[src/rtl/btn_evt_pkg.sv]
// Package btn_evt_pkg
// Shared definitions for the button event decoder and its consumers:
// the FSM state encoding, the bit positions of each event inside the
// registered event vector, and a helper that sizes the shared counter.
package btn_evt_pkg;

    // FSM state encoding, kept as plain constants so it maps directly
    // onto legacy consumers and debug buses.
    typedef logic [2:0] state_t;

    localparam state_t ST_IDLE  = 3'd0;
    localparam state_t ST_DOWN1 = 3'd1;
    localparam state_t ST_GAP   = 3'd2;
    localparam state_t ST_DOWN2 = 3'd3;
    localparam state_t ST_LONG  = 3'd4;

    // Event-bit indices inside the registered event vector.
    localparam int EVT_PRESS   = 0;
    localparam int EVT_RELEASE = 1;
    localparam int EVT_SHORT   = 2;
    localparam int EVT_DOUBLE  = 3;
    localparam int EVT_LONG    = 4;
    localparam int EVT_REPEAT  = 5;
    localparam int EVT_W       = 6;

    // Counter width: $clog2 of the largest timing parameter, at least 1 bit.
    function automatic int cnt_width(input int a, input int b, input int c);
        int m;
        m = a;
        if (b > m) m = b;
        if (c > m) m = c;
        if (m <= 2) return 1;
        return $clog2(m);
    endfunction

endpackage

[src/rtl/button_edge_detector.sv]
// Module button_edge_detector
// Holds the previous sample of the debounced button level and derives the
// rise/fall strobes from it. The previous sample doubles as the registered
// "held" level, so held and the edge strobes can never disagree.
module button_edge_detector (
    input  logic clk,
    input  logic rst_n,
    input  logic btn_db,
    output logic rise,
    output logic fall,
    output logic held
);

    logic btn_prev;

    // Previous-sample register; cleared so a button held through reset
    // produces a rise on the first active cycle.
    always_ff @(posedge clk) begin
        if (!rst_n) begin
            btn_prev <= 1'b0;
        end else begin
            btn_prev <= btn_db;
        end
    end

    assign rise = btn_db & ~btn_prev;
    assign fall = ~btn_db & btn_prev;
    assign held = btn_prev;

endmodule

[src/rtl/button_event_decoder.sv]
// Module button_event_decoder
// Classifies the debounced button level into single-cycle events:
// press, release, short click, double click, long press and, when the
// BTN_EVT_AUTOREPEAT_EN macro is defined, auto-repeat while long-held.
// Without the macro repeat_pulse is constant 0 and LONG only waits for
// release. All event outputs are registered; an edge sampled at clock N
// shows up on the outputs right after clock N. One saturating counter
// serves every timing window and is cleared on each state change.
// state_dbg exposes the current FSM state for observation.
module button_event_decoder
    import btn_evt_pkg::*;
#(
    parameter int LONG_PRESS_CLK_CNT = 1048576,
    parameter int DBL_GAP_CLK_CNT    = 262144,
    parameter int REPEAT_CLK_CNT     = 131072
) (
    input  logic   clk,
    input  logic   rst_n,
    input  logic   btn_db,
    output logic   held,
    output logic   press_pulse,
    output logic   release_pulse,
    output logic   short_click,
    output logic   double_click,
    output logic   long_press,
    output logic   repeat_pulse,
    output state_t state_dbg
);

    localparam int CNT_W = cnt_width(LONG_PRESS_CLK_CNT, DBL_GAP_CLK_CNT, REPEAT_CLK_CNT);

    // Counter values on the last cycle of each window; the event fires on
    // the clock that sees these values, which places it exactly N cycles
    // after the pulse that opened the window.
    localparam logic [CNT_W-1:0] LONG_LAST = CNT_W'(LONG_PRESS_CLK_CNT - 1);
    localparam logic [CNT_W-1:0] GAP_LAST  = CNT_W'(DBL_GAP_CLK_CNT - 1);
`ifdef BTN_EVT_AUTOREPEAT_EN
    localparam logic [CNT_W-1:0] REP_LAST  = CNT_W'(REPEAT_CLK_CNT - 1);
`endif

    logic              rise;
    logic              fall;
    state_t            state;
    state_t            state_next;
    logic [CNT_W-1:0]  cnt;
    logic              cnt_clear;
    logic [EVT_W-1:0]  evt_next;
    logic [EVT_W-1:0]  evt_q;

    button_edge_detector u_edge (
        .clk    (clk),
        .rst_n  (rst_n),
        .btn_db (btn_db),
        .rise   (rise),
        .fall   (fall),
        .held   (held)
    );

    // Next-state and event decode; edge pulses pass through in every state.
    always_comb begin
        state_next            = state;
        evt_next              = '0;
        cnt_clear             = 1'b0;
        evt_next[EVT_PRESS]   = rise;
        evt_next[EVT_RELEASE] = fall;

        case (state)
            ST_IDLE: begin
                if (rise) begin
                    state_next = ST_DOWN1;
                end
            end
            ST_DOWN1: begin
                if (fall) begin
                    state_next = ST_GAP;
                end else if (cnt == LONG_LAST) begin
                    evt_next[EVT_LONG] = 1'b1;
                    state_next         = ST_LONG;
                end
            end
            ST_GAP: begin
                // A second press arriving on the expiry cycle still counts
                // as a double-click candidate.
                if (rise) begin
                    state_next = ST_DOWN2;
                end else if (cnt == GAP_LAST) begin
                    evt_next[EVT_SHORT] = 1'b1;
                    state_next          = ST_IDLE;
                end
            end
            ST_DOWN2: begin
                // Going long here drops the pending click entirely.
                if (fall) begin
                    evt_next[EVT_DOUBLE] = 1'b1;
                    state_next           = ST_IDLE;
                end else if (cnt == LONG_LAST) begin
                    evt_next[EVT_LONG] = 1'b1;
                    state_next         = ST_LONG;
                end
            end
            ST_LONG: begin
                if (fall) begin
                    state_next = ST_IDLE;
                end
`ifdef BTN_EVT_AUTOREPEAT_EN
                else if (cnt == REP_LAST) begin
                    evt_next[EVT_REPEAT] = 1'b1;
                    cnt_clear            = 1'b1;
                end
`endif
            end
            default: begin
                state_next = ST_IDLE;
            end
        endcase

        if (state_next != state) begin
            cnt_clear = 1'b1;
        end
    end

    // State, counter and event registers.
    always_ff @(posedge clk) begin
        if (!rst_n) begin
            state <= ST_IDLE;
            cnt   <= '0;
            evt_q <= '0;
        end else begin
            state <= state_next;
            evt_q <= evt_next;
            if (cnt_clear) begin
                cnt <= '0;
            end else if (cnt != {CNT_W{1'b1}}) begin
                cnt <= cnt + 1'b1;
            end
        end
    end

    assign press_pulse   = evt_q[EVT_PRESS];
    assign release_pulse = evt_q[EVT_RELEASE];
    assign short_click   = evt_q[EVT_SHORT];
    assign double_click  = evt_q[EVT_DOUBLE];
    assign long_press    = evt_q[EVT_LONG];
    assign repeat_pulse  = evt_q[EVT_REPEAT];
    assign state_dbg     = state;

endmodule

[config.mk]
export PLATFORM = sky130hd
export DESIGN_NAME = button_event_decoder
export DESIGN_NICKNAME = d
export VERILOG_FILES = /design/src/rtl/btn_evt_pkg.sv /design/src/rtl/button_edge_detector.sv /design/src/rtl/button_event_decoder.sv
export SDC_FILE = /design/constraint.sdc
export NUM_CORES = 1
export LEC_CHECK = 0
export CORE_MARGIN = 3
export CORE_UTILIZATION = 49
export DETAILED_ROUTE_END_ITERATION = 7
export PLACE_DENSITY_LB_ADDON = 0.1
export REMOVE_ABC_BUFFERS = 1
export SETUP_SLACK_MARGIN = 0.2
export SYNTH_ARGS = -nofsm -noshare
export SYNTH_HDL_FRONTEND = slang
export SYNTH_HIERARCHICAL = 1
export SYNTH_SLANG_ARGS = --single-unit
[constraint.sdc]
create_clock -name clk -period 2.2 [get_ports clk]
set_clock_uncertainty 0.15 [all_clocks]
set_input_delay 0.66 -clock clk [delete_from_list [all_inputs] [get_ports clk]]
set_output_delay 0.66 -clock clk [all_outputs]
set_load 0.03 [all_outputs]
==> results of run 1 <==
[what timing repair did]
| item | in CTS | in global routing |
|---|---|---|
| resized for setup | 23 | 21 |
| cloned | 2 | 1 |
| endpoints found under the setup margin | 30 | 25 |
| pin swaps | 4 | 5 |
| buffers inserted | 1 | 4 |
[metrics by stage]
stage	cell area, um^2	total power [W]
floorplan	1360	0.000598
global route	1890	0.00115
detailed placement	1650	0.000638
finish	1890	0.00110
CTS	1800	0.00110
global placement	1650	0.000635
[synthesized netlist by cell type]
library cell / count
a211oi_1: 4
nand4_2: 1
nand2_1: 14
a21oi_1: 6
nor2_1: 23
nor3_4: 1
o21ai_0: 3
xor2_1: 3
buf_4: 3
a31oi_1: 4
and2b_1: 1
or4_4: 1
or3_4: 1
nor3_1: 10
clkbuf_1: 1
nand4_1: 4
ha_1: 1
a32o_1: 1
xnor2_1: 10
a221o_2: 1
and4_1: 2
a21o_1: 1
o311a_1: 1
inv_1: 3
nor3_2: 1
nand2b_1: 2
nand4_4: 1
conb_1: 1
and3_1: 4
a2111oi_0: 1
a211oi_2: 1
and2_1: 4
nor4_1: 1
nand3_1: 8
nor2b_1: 4
dfxtp_1: 29
a311oi_2: 1
or3b_1: 1
buf_6: 1
[critical path: stages]
cell	delay, ns
buf_2	0.09
nor2b_4	0.18
nor4_4	0.05
o311a_4	0.39
a221o_4	0.46
a311oi_2	0.24
[state kept, by name, indices dropped and copies added (netlist names)]
| register | count |
|---|---|
| cnt | 20 |
| evt_q | 5 |
| state_dbg | 3 |
| u_edge/held | 1 |
[routing by layer]
metal | share of wire (%) | vias up | global-route usage [%]
li1 | - | 662 | -
met1 | 45 | 644 | 26.9
met2 | 47 | 39 | 33.1
met3 | 5.3 | 9 | 6.54
met4 | 2.2 | 0 | 11.0
met5 | 0 | - | 0
[power by group through the flow]
| stage | Sequential, W | Clock (W) | Combinational (W) |
|---|---|---|---|
| after floorplan | 0.000563 | 0 | 0.0000349 |
| after global placement | 0.000550 | 0 | 0.0000855 |
| after detailed placement | 0.000550 | 0 | 0.0000879 |
| after CTS | 0.000538 | 0.000463 | 0.0000982 |
| after global routing | 0.000542 | 0.000491 | 0.000116 |
| final | 0.000541 | 0.000455 | 0.000108 |
[cell families after synthesis]
group	synth area share, %
simple gates	33.2
xor+xnor	8.14
compound gates	12.5
fa+ha+maj	0.894
flops	41.5
other cells	0.268
buf+inv	3.49
[cell type report]
class | instances | area (um^2) | area share (%)
sequential | 29 | 593 | 31.5
multi-input combinational | 126 | 882 | 46.8
timing repair buffer | 35 | 277 | 14.7
tap | 30 | 37.5 | 1.99
clock buffer | 7 | 55.1 | 2.92
clock inverter | 1 | 30.0 | 1.59
inverter | 3 | 11.3 | 0.597
[how the worst max path moves through the flow]
stage	to	slack [ns]	start	cells after the start
CTS	state_dbg[1]	0.20	state_dbg[1]	1
finish	cnt[19]	0.23	btn_db	6
global route	cnt[6]	0.17	cnt[13]	6
detailed placement	cnt[18]	-0.67	btn_db	6
floorplan	cnt[16]	0.004	cnt[10]	5
global placement	cnt[19]	-0.56	btn_db	6
==> results_dict.tcl, run 1 <==
set metrics [dict create \
    numCtsBuffers 5 \
    grt_usage_pct 21.5 \
    grt_pass1_vias 1278 \
    clock.fmax_mhz 506 \
    hold_viol_final 0 \
    r2r-end "cnt[19]" \
    worst_pin_slew_ns 0.567 \
    rr_worst_depth 5 \
    netlist_top_cells_area "dfxtp_1 (42%), xnor2_1 (6.3%), nor2_1 (6.2%), nand2_1 (3.8%), nor3_1 (3.6%)" \
    crit_type "input port to register" \
    grt_pass1_wl_mm 5.66 \
    final_util_pct 72.8 \
    hold_end "cnt[15]" \
    syn_avg_cell_area_um2 8.74 \
    grt_antenna_before_repair 0 \
    grt_max_degree 13 \
    hold_depth 2 \
    hold_path.class "register to register" \
    layout.nets 204 \
    drt_iter0_markers 40 \
    rrSetupSlack_ns 0.26 \
    cp_data_arrival_time_ns 2.08 \
    slew_violations 0 \
    gp_congestion 0.814 \
    hp-start "cnt[15]" \
    routed_via_density 5.86 \
    setup_viol 0 \
    ys_ff_latch 29 \
    syn-instance-count 160 \
    cts_root_buf "clkbuf_4" \
    place_inst 215 \
    drtPass1Iterations 4 \
    start_kind "input port" \
    final_cell_mix "nor2_1 (23), buf_4 (23), dfxtp_1 (19)" \
    fin_crit_ns 1.97 \
    worst_slack_ns 0.225 \
    clk_path_buf_depth 2 \
    initial_core_util_pct 54.0 \
    cp_max_fo 5 \
    die_w_um 59.4 \
    row_count 18 \
    switching_share_pct 23.1 \
    htreeDepth 2 \
    comb_power_share_pct 9.7 \
    p_int_w 0.000849 \
    p_switching_w 0.000255 \
    place_worst_setup_slack_ns -0.667 \
    fin_tns_setup_ns 0 \
    io-pin-count 13 \
    overflow 0 \
    antenna_violating_nets_post_route 0 \
    peakVddDrop_mv 0.605 \
    io_buffer_count 11 \
    power_leakage_nw 0.728 \
    cts_tree "done" \
    fin_crit_sh_pct 89.8 \
    clock_sinks 29 \
    synth_top_area_share_pct 41.5 \
    maxCapViolations 0 \
    clk_pin_slew_ns 0.10 \
    maxSlewHeadroom_pct 61.2 \
    antenna_cells 0 \
    yosysWarnings 6 \
    coreArea_um2 2590 \
    die_h_um 59.4 \
    routed_wl_mm 3.41 \
    vias 1354 \
    synthToLayoutAreaGrowth_pct 34.8 \
    avgRoutedWirePerCell_um 14.7 \
    synth_seq_area_share_pct 41.5 \
    hold_ws_ns 0.377 \
    drive_gt1_share_pct 32.3 \
    synth_top_area_cell "dfxtp_1" \
    crit_required_ns 2.30 \
    dp_hpwl_mm 2.07 \
    syn-cell-area_um2 1400 \
    rsz0062_at_grt "true" \
    powerDensity_nw_per_um2 585 \
    seqPwrFrac_pct 49.0 \
    fp.dieArea_um2 3530 \
    fin_cells 231 \
    rr_startpoint "state_dbg[2]" \
    drc 0 \
    synth.distinct_cells 39 \
    p_clk_share_pct 41.3 \
    ctsHoldBuffers 0 \
    end_kind "register" \
    clk_latency_ns 0.34 \
    fillers 191 \
    status "finished, final reports clean" \
]
Power figures use the tool's default switching activity.
==> run 2, diff against run 1 <==
CORE_ASPECT_RATIO = 0.9   (was default)
SETUP_SLACK_MARGIN = 0.02   (was 0.2)
==> results_dict.tcl, run 2 (synthesis gave the netlist of run 1 again) <==
set metrics [dict create \
    p_switching_w 0.000243 \
    drt_iter0_markers 99 \
    final_cell_area_um2 1770 \
    p_int_w 0.000845 \
    io_buffer_count 11 \
    largest_reg_flops 20 \
    rsz0062_at_grt "false" \
    clk_pin_slew_ns 0.08 \
    grt_pass1_wl_mm 5.80 \
    avgRoutedWirePerCell_um 13.6 \
    end_kind "output port" \
    start_kind "register" \
    dpl_cell_area_um2 1630 \
    drc 0 \
    hold_viol_final 0 \
    seqCellArea_um2 581 \
    cpMaxStageDelayCell "clkdlybuf4s50_1" \
    final_cell_mix "dfxtp_1 (29), nor2_1 (23), buf_4 (16)" \
    grt_pass1_vias 1267 \
    routed_wl_mm 3.14 \
    cp_max_fo 1 \
    comb_power_share_pct 9.1 \
    layout_commonest_cell "dfxtp_1" \
    crit_type "register to output port" \
    seqPwrFrac_pct 49.4 \
    grt_usage_pct 20.7 \
    status "finished, final reports clean" \
    hold_depth 2 \
    initial_core_util_pct 54.4 \
    crit_required_ns 1.39 \
    cp_data_arrival_time_ns 1.30 \
    cp_top_family "buffers and inverters" \
    gp_congestion 0.796 \
    maxCapViolations 0 \
    p_clk_share_pct 41.5 \
    hold_path.class "register to register" \
    fin_crit_sh_pct 95.9 \
    numCtsBuffers 5 \
    maxSlewHeadroom_pct 61.3 \
    multi_input_area_um2 820 \
    overflow 0 \
    clock.fmax_mhz 474 \
    clock_sinks 29 \
    drtPass1Iterations 4 \
    cp_cell_sequence "clkdlybuf4s50_1" \
    routed_via_density 5.59 \
    fin_crit_ns 2.11 \
    layout.nets 195 \
    grt_max_degree 13 \
    cts_root_buf "clkbuf_4" \
    peakVddDrop_mv 0.493 \
    powerDensity_nw_per_um2 615 \
    grt_antenna_before_repair 0 \
    setup_viol 0 \
    htreeDepth 2 \
    antenna_violating_nets_post_route 0 \
    slowest_delay_ns 0.66 \
    dp_hpwl_mm 1.98 \
    synthToLayoutAreaGrowth_pct 26.6 \
    clk_latency_ns 0.33 \
    final_util_pct 68.8 \
    slew_violations 0 \
    regMostFlops "cnt" \
    place_worst_setup_slack_ns -0.666 \
    worst_slack_ns 0.0894 \
    clk_path_buf_depth 2 \
    vias 1285 \
    row_count 17 \
    switching_share_pct 22.3 \
    io-pin-count 13 \
    antenna_cells 0 \
    fillers 214 \
    worst_pin_slew_ns 0.566 \
    power_leakage_nw 0.692 \
    fp.dieArea_um2 3530 \
    coreArea_um2 2570 \
    critPathBufInv 1 \
    ctsHoldBuffers 0 \
    die_h_um 56.7 \
    cp.depth 1 \
    die_w_um 62.3 \
    cts_tree "done" \
    drive_gt1_share_pct 19.3 \
    rr_worst_depth 7 \
]
[run 2: changes by cell type in the layout (fill, tap and decap cells not counted), moves of 2 or more]
cell             change
buf_4                -7
dfxtp_1             +10
clkdlybuf4s15_1      -2
clkdlybuf4s50_1      +4
dfxtp_2             -10
[run 2: final timing paths]
check                        to  slack, ns     start
setup / recovery  release_pulse       0.09  evt_q[1]
hold / removal           cnt[9]       0.38    cnt[9]
setup reg to reg   state_dbg[1]       0.17    cnt[1]
hold reg to reg          cnt[9]       0.38    cnt[9]
[run 2: metal layers]
| layer | global-route usage (%) | routed length [um] |
|---|---|---|
| met2 | 31.6 | 1380 |
| met3 | 6.20 | 199 |
| met1 | 26.8 | 1490 |
| met5 | 0 | 0 |
| met4 | 10.1 | 70 |
[run 2: power groups by stage]
stage	combinational, W	clock (W)	sequential (W)
2_1_floorplan	0.0000349	0	0.000563
3_3_place_gp	0.0000848	0	0.000550
3_5_place_dp	0.0000865	0	0.000550
4_1_cts	0.0000981	0.000459	0.000538
5_1_grt	0.000108	0.000490	0.000540
6_report	0.0000991	0.000451	0.000538
[run 2: metrics by stage]
stage | power (W) | cells | TNS, ns | hold WS (ns)
after detailed placement | 0.000637 | 219 | -11.75 | 0.359
after floorplan | 0.000598 | 155 | 0 | 0.324
after global routing | 0.00114 | 230 | 0 | 0.443
final | 0.00109 | 230 | 0 | 0.377
after global placement | 0.000634 | 219 | -9.75 | 0.346
after CTS | 0.00109 | 230 | 0 | 0.384
[run 2: layout make-up]
class                      instances  share of cell area, %
tap                               38                   2.69
multi-input combinational        125                   46.3
sequential                        29                   32.8
clock buffer                       7                   3.11
timing repair buffer              27                   12.8
clock inverter                     1                   1.70
inverter                           3                  0.636
[run 2: repair_timing]
item / 4_1_cts / 5_1_grt
cloned: 2 / 0
setup endpoints to repair: 24 / 1
pin swaps: 2 / 0
resized for setup: 11 / 1
buffers inserted: 1 / 0
==> run 3, diff against run 2 <==
--- a/constraint.sdc
+++ b/constraint.sdc
@@ -3,3 +3,3 @@
 set_input_delay 0.66 -clock clk [delete_from_list [all_inputs] [get_ports clk]]
 set_output_delay 0.66 -clock clk [all_outputs]
-set_load 0.03 [all_outputs]
+set_load 0.1 [all_outputs]
==> results_dict.tcl, run 3 (synthesis gave the netlist of run 1 again) <==
set metrics [dict create \
    fin_crit_ns 2.12 \
    switching_share_pct 28.6 \
    ctsHoldBuffers 0 \
    clock.fmax_mhz 471 \
    cp_data_arrival_time_ns 2.24 \
    io-pin-count 13 \
    power_leakage_nw 0.693 \
    avgRoutedWirePerCell_um 14.3 \
    grt_antenna_before_repair 0 \
    comb_power_share_pct 14.2 \
    p_switching_w 0.000283 \
    place_worst_setup_slack_ns -0.572 \
    clk_path_buf_depth 2 \
    cp_max_fo 5 \
    fp.dieArea_um2 3530 \
    die_w_um 62.3 \
    hold_viol_final 0 \
    die_h_um 56.7 \
    coreArea_um2 2570 \
    initial_core_util_pct 54.4 \
    end_kind "register" \
    dp_hpwl_mm 2.23 \
    cts_root_buf "clkbuf_4" \
    grt_usage_pct 21.1 \
    fin_crit_sh_pct 96.6 \
    worst_pin_slew_ns 0.503 \
    cts_tree "done" \
    final_util_pct 71.4 \
    powerDensity_nw_per_um2 539 \
    setup_viol 0 \
    p_clk_share_pct 31.3 \
    antenna_cells 0 \
    overflow 0 \
    clk_pin_slew_ns 0.10 \
    worst_slack_ns 0.0751 \
    final_cell_area_um2 1840 \
    clk_latency_ns 0.35 \
    drc 0 \
    p_int_w 0.000707 \
    drive_gt1_share_pct 24.4 \
    largest_reg_flops 20 \
    routed_wl_mm 3.31 \
    row_count 17 \
    grt_max_degree 14 \
    regMostFlops "cnt" \
    slew_violations 0 \
    vias 1277 \
    status "finished, final reports clean" \
    peakVddDrop_mv 0.337 \
    crit_required_ns 2.32 \
    maxCapViolations 0 \
    drtPass1Iterations 4 \
    io_buffer_count 11 \
    rsz0062_at_grt "false" \
    grt_pass1_wl_mm 5.85 \
    grt_pass1_vias 1244 \
    maxSlewHeadroom_pct 65.6 \
    cts_setup_buffers 0 \
    numCtsBuffers 5 \
    fin_tns_setup_ns 0 \
    htreeDepth 2 \
    routed_via_density 5.53 \
    final_cell_mix "dfxtp_1 (29), nor2_1 (23), buf_4 (17)" \
    crit_type "input port to register" \
    drt_iter0_markers 64 \
    gp_congestion 0.839 \
    antenna_violating_nets_post_route 0 \
    hold_path.class "register to register" \
    seqPwrFrac_pct 54.6 \
    start_kind "input port" \
    synthToLayoutAreaGrowth_pct 31.3 \
    dpl_cell_area_um2 1740 \
    clock_sinks 29 \
    layout_commonest_cell "dfxtp_1" \
    layout.nets 196 \
]
run 3: changes by cell type in the layout (fill, tap and decap cells not counted), moves of 2 or more:
cell             change
buf_12               +9
clkinv_2             +2
dlygate4sd2_1        -4
clkdlybuf4s50_1      -4
run 3: routing by layer:
layer	up-vias	track usage [%]	wire [um]
met4	0	10.4	64
met5	-	0	0
li1	640	-	-
met3	10	6.40	156
met2	34	34.0	1540
met1	593	25.7	1550
run 3: power by group through the flow:
stage | combinational, W | sequential (W) | clock [W]
2_1_floorplan | 0.0000403 | 0.000587 | 0
3_3_place_gp | 0.000126 | 0.000551 | 0
3_5_place_dp | 0.000128 | 0.000552 | 0
4_1_cts | 0.000139 | 0.000540 | 0.000314
5_1_grt | 0.000148 | 0.000541 | 0.000336
6_report | 0.000140 | 0.000540 | 0.000310
run 3: repair_timing:
item | 4_1_cts | 5_1_grt
setup endpoints to repair | 20 | 2
pin swaps | 3 | 0
resized for setup | 6 | 1
gates cloned | 2 | 0
run 3: path summary, 6_finish.rpt:
path	slack, ns	start	cells past startpoint	to
worst max register to register	0.18	cnt[1]	7	state_dbg[1]
worst max-delay path	0.08	btn_db	6	cnt[19]
worst min-delay path	0.39	cnt[9]	2	cnt[9]
worst min register to register	0.39	cnt[9]	2	cnt[9]
run 3: layout make-up:
cell class	count	area [um^2]
Multi-Input combinational cell	125	820
Tap cell	38	47.5
Inverter	3	11.3
Sequential cell	29	581
Clock buffer	6	41.3
Timing Repair Buffer	28	327
Clock inverter	2	10.0
Fill cell	212	737
run 3: metrics by stage:
stage	hold slack (ns)	total power [W]	instances
after floorplan	0.324	0.000627	155
after global placement	0.346	0.000677	221
after detailed placement	0.368	0.000680	221
after CTS	0.393	0.000993	231
after global routing	0.423	0.00102	231
final	0.385	0.000990	231
run 3: worst max-delay path: stages:
cell           delay [ns]
dlygate4sd2_1        0.22
nor2b_4              0.16
nor4_1               0.07
o311a_1              0.42
a221o_4              0.47
a311oi_2             0.24
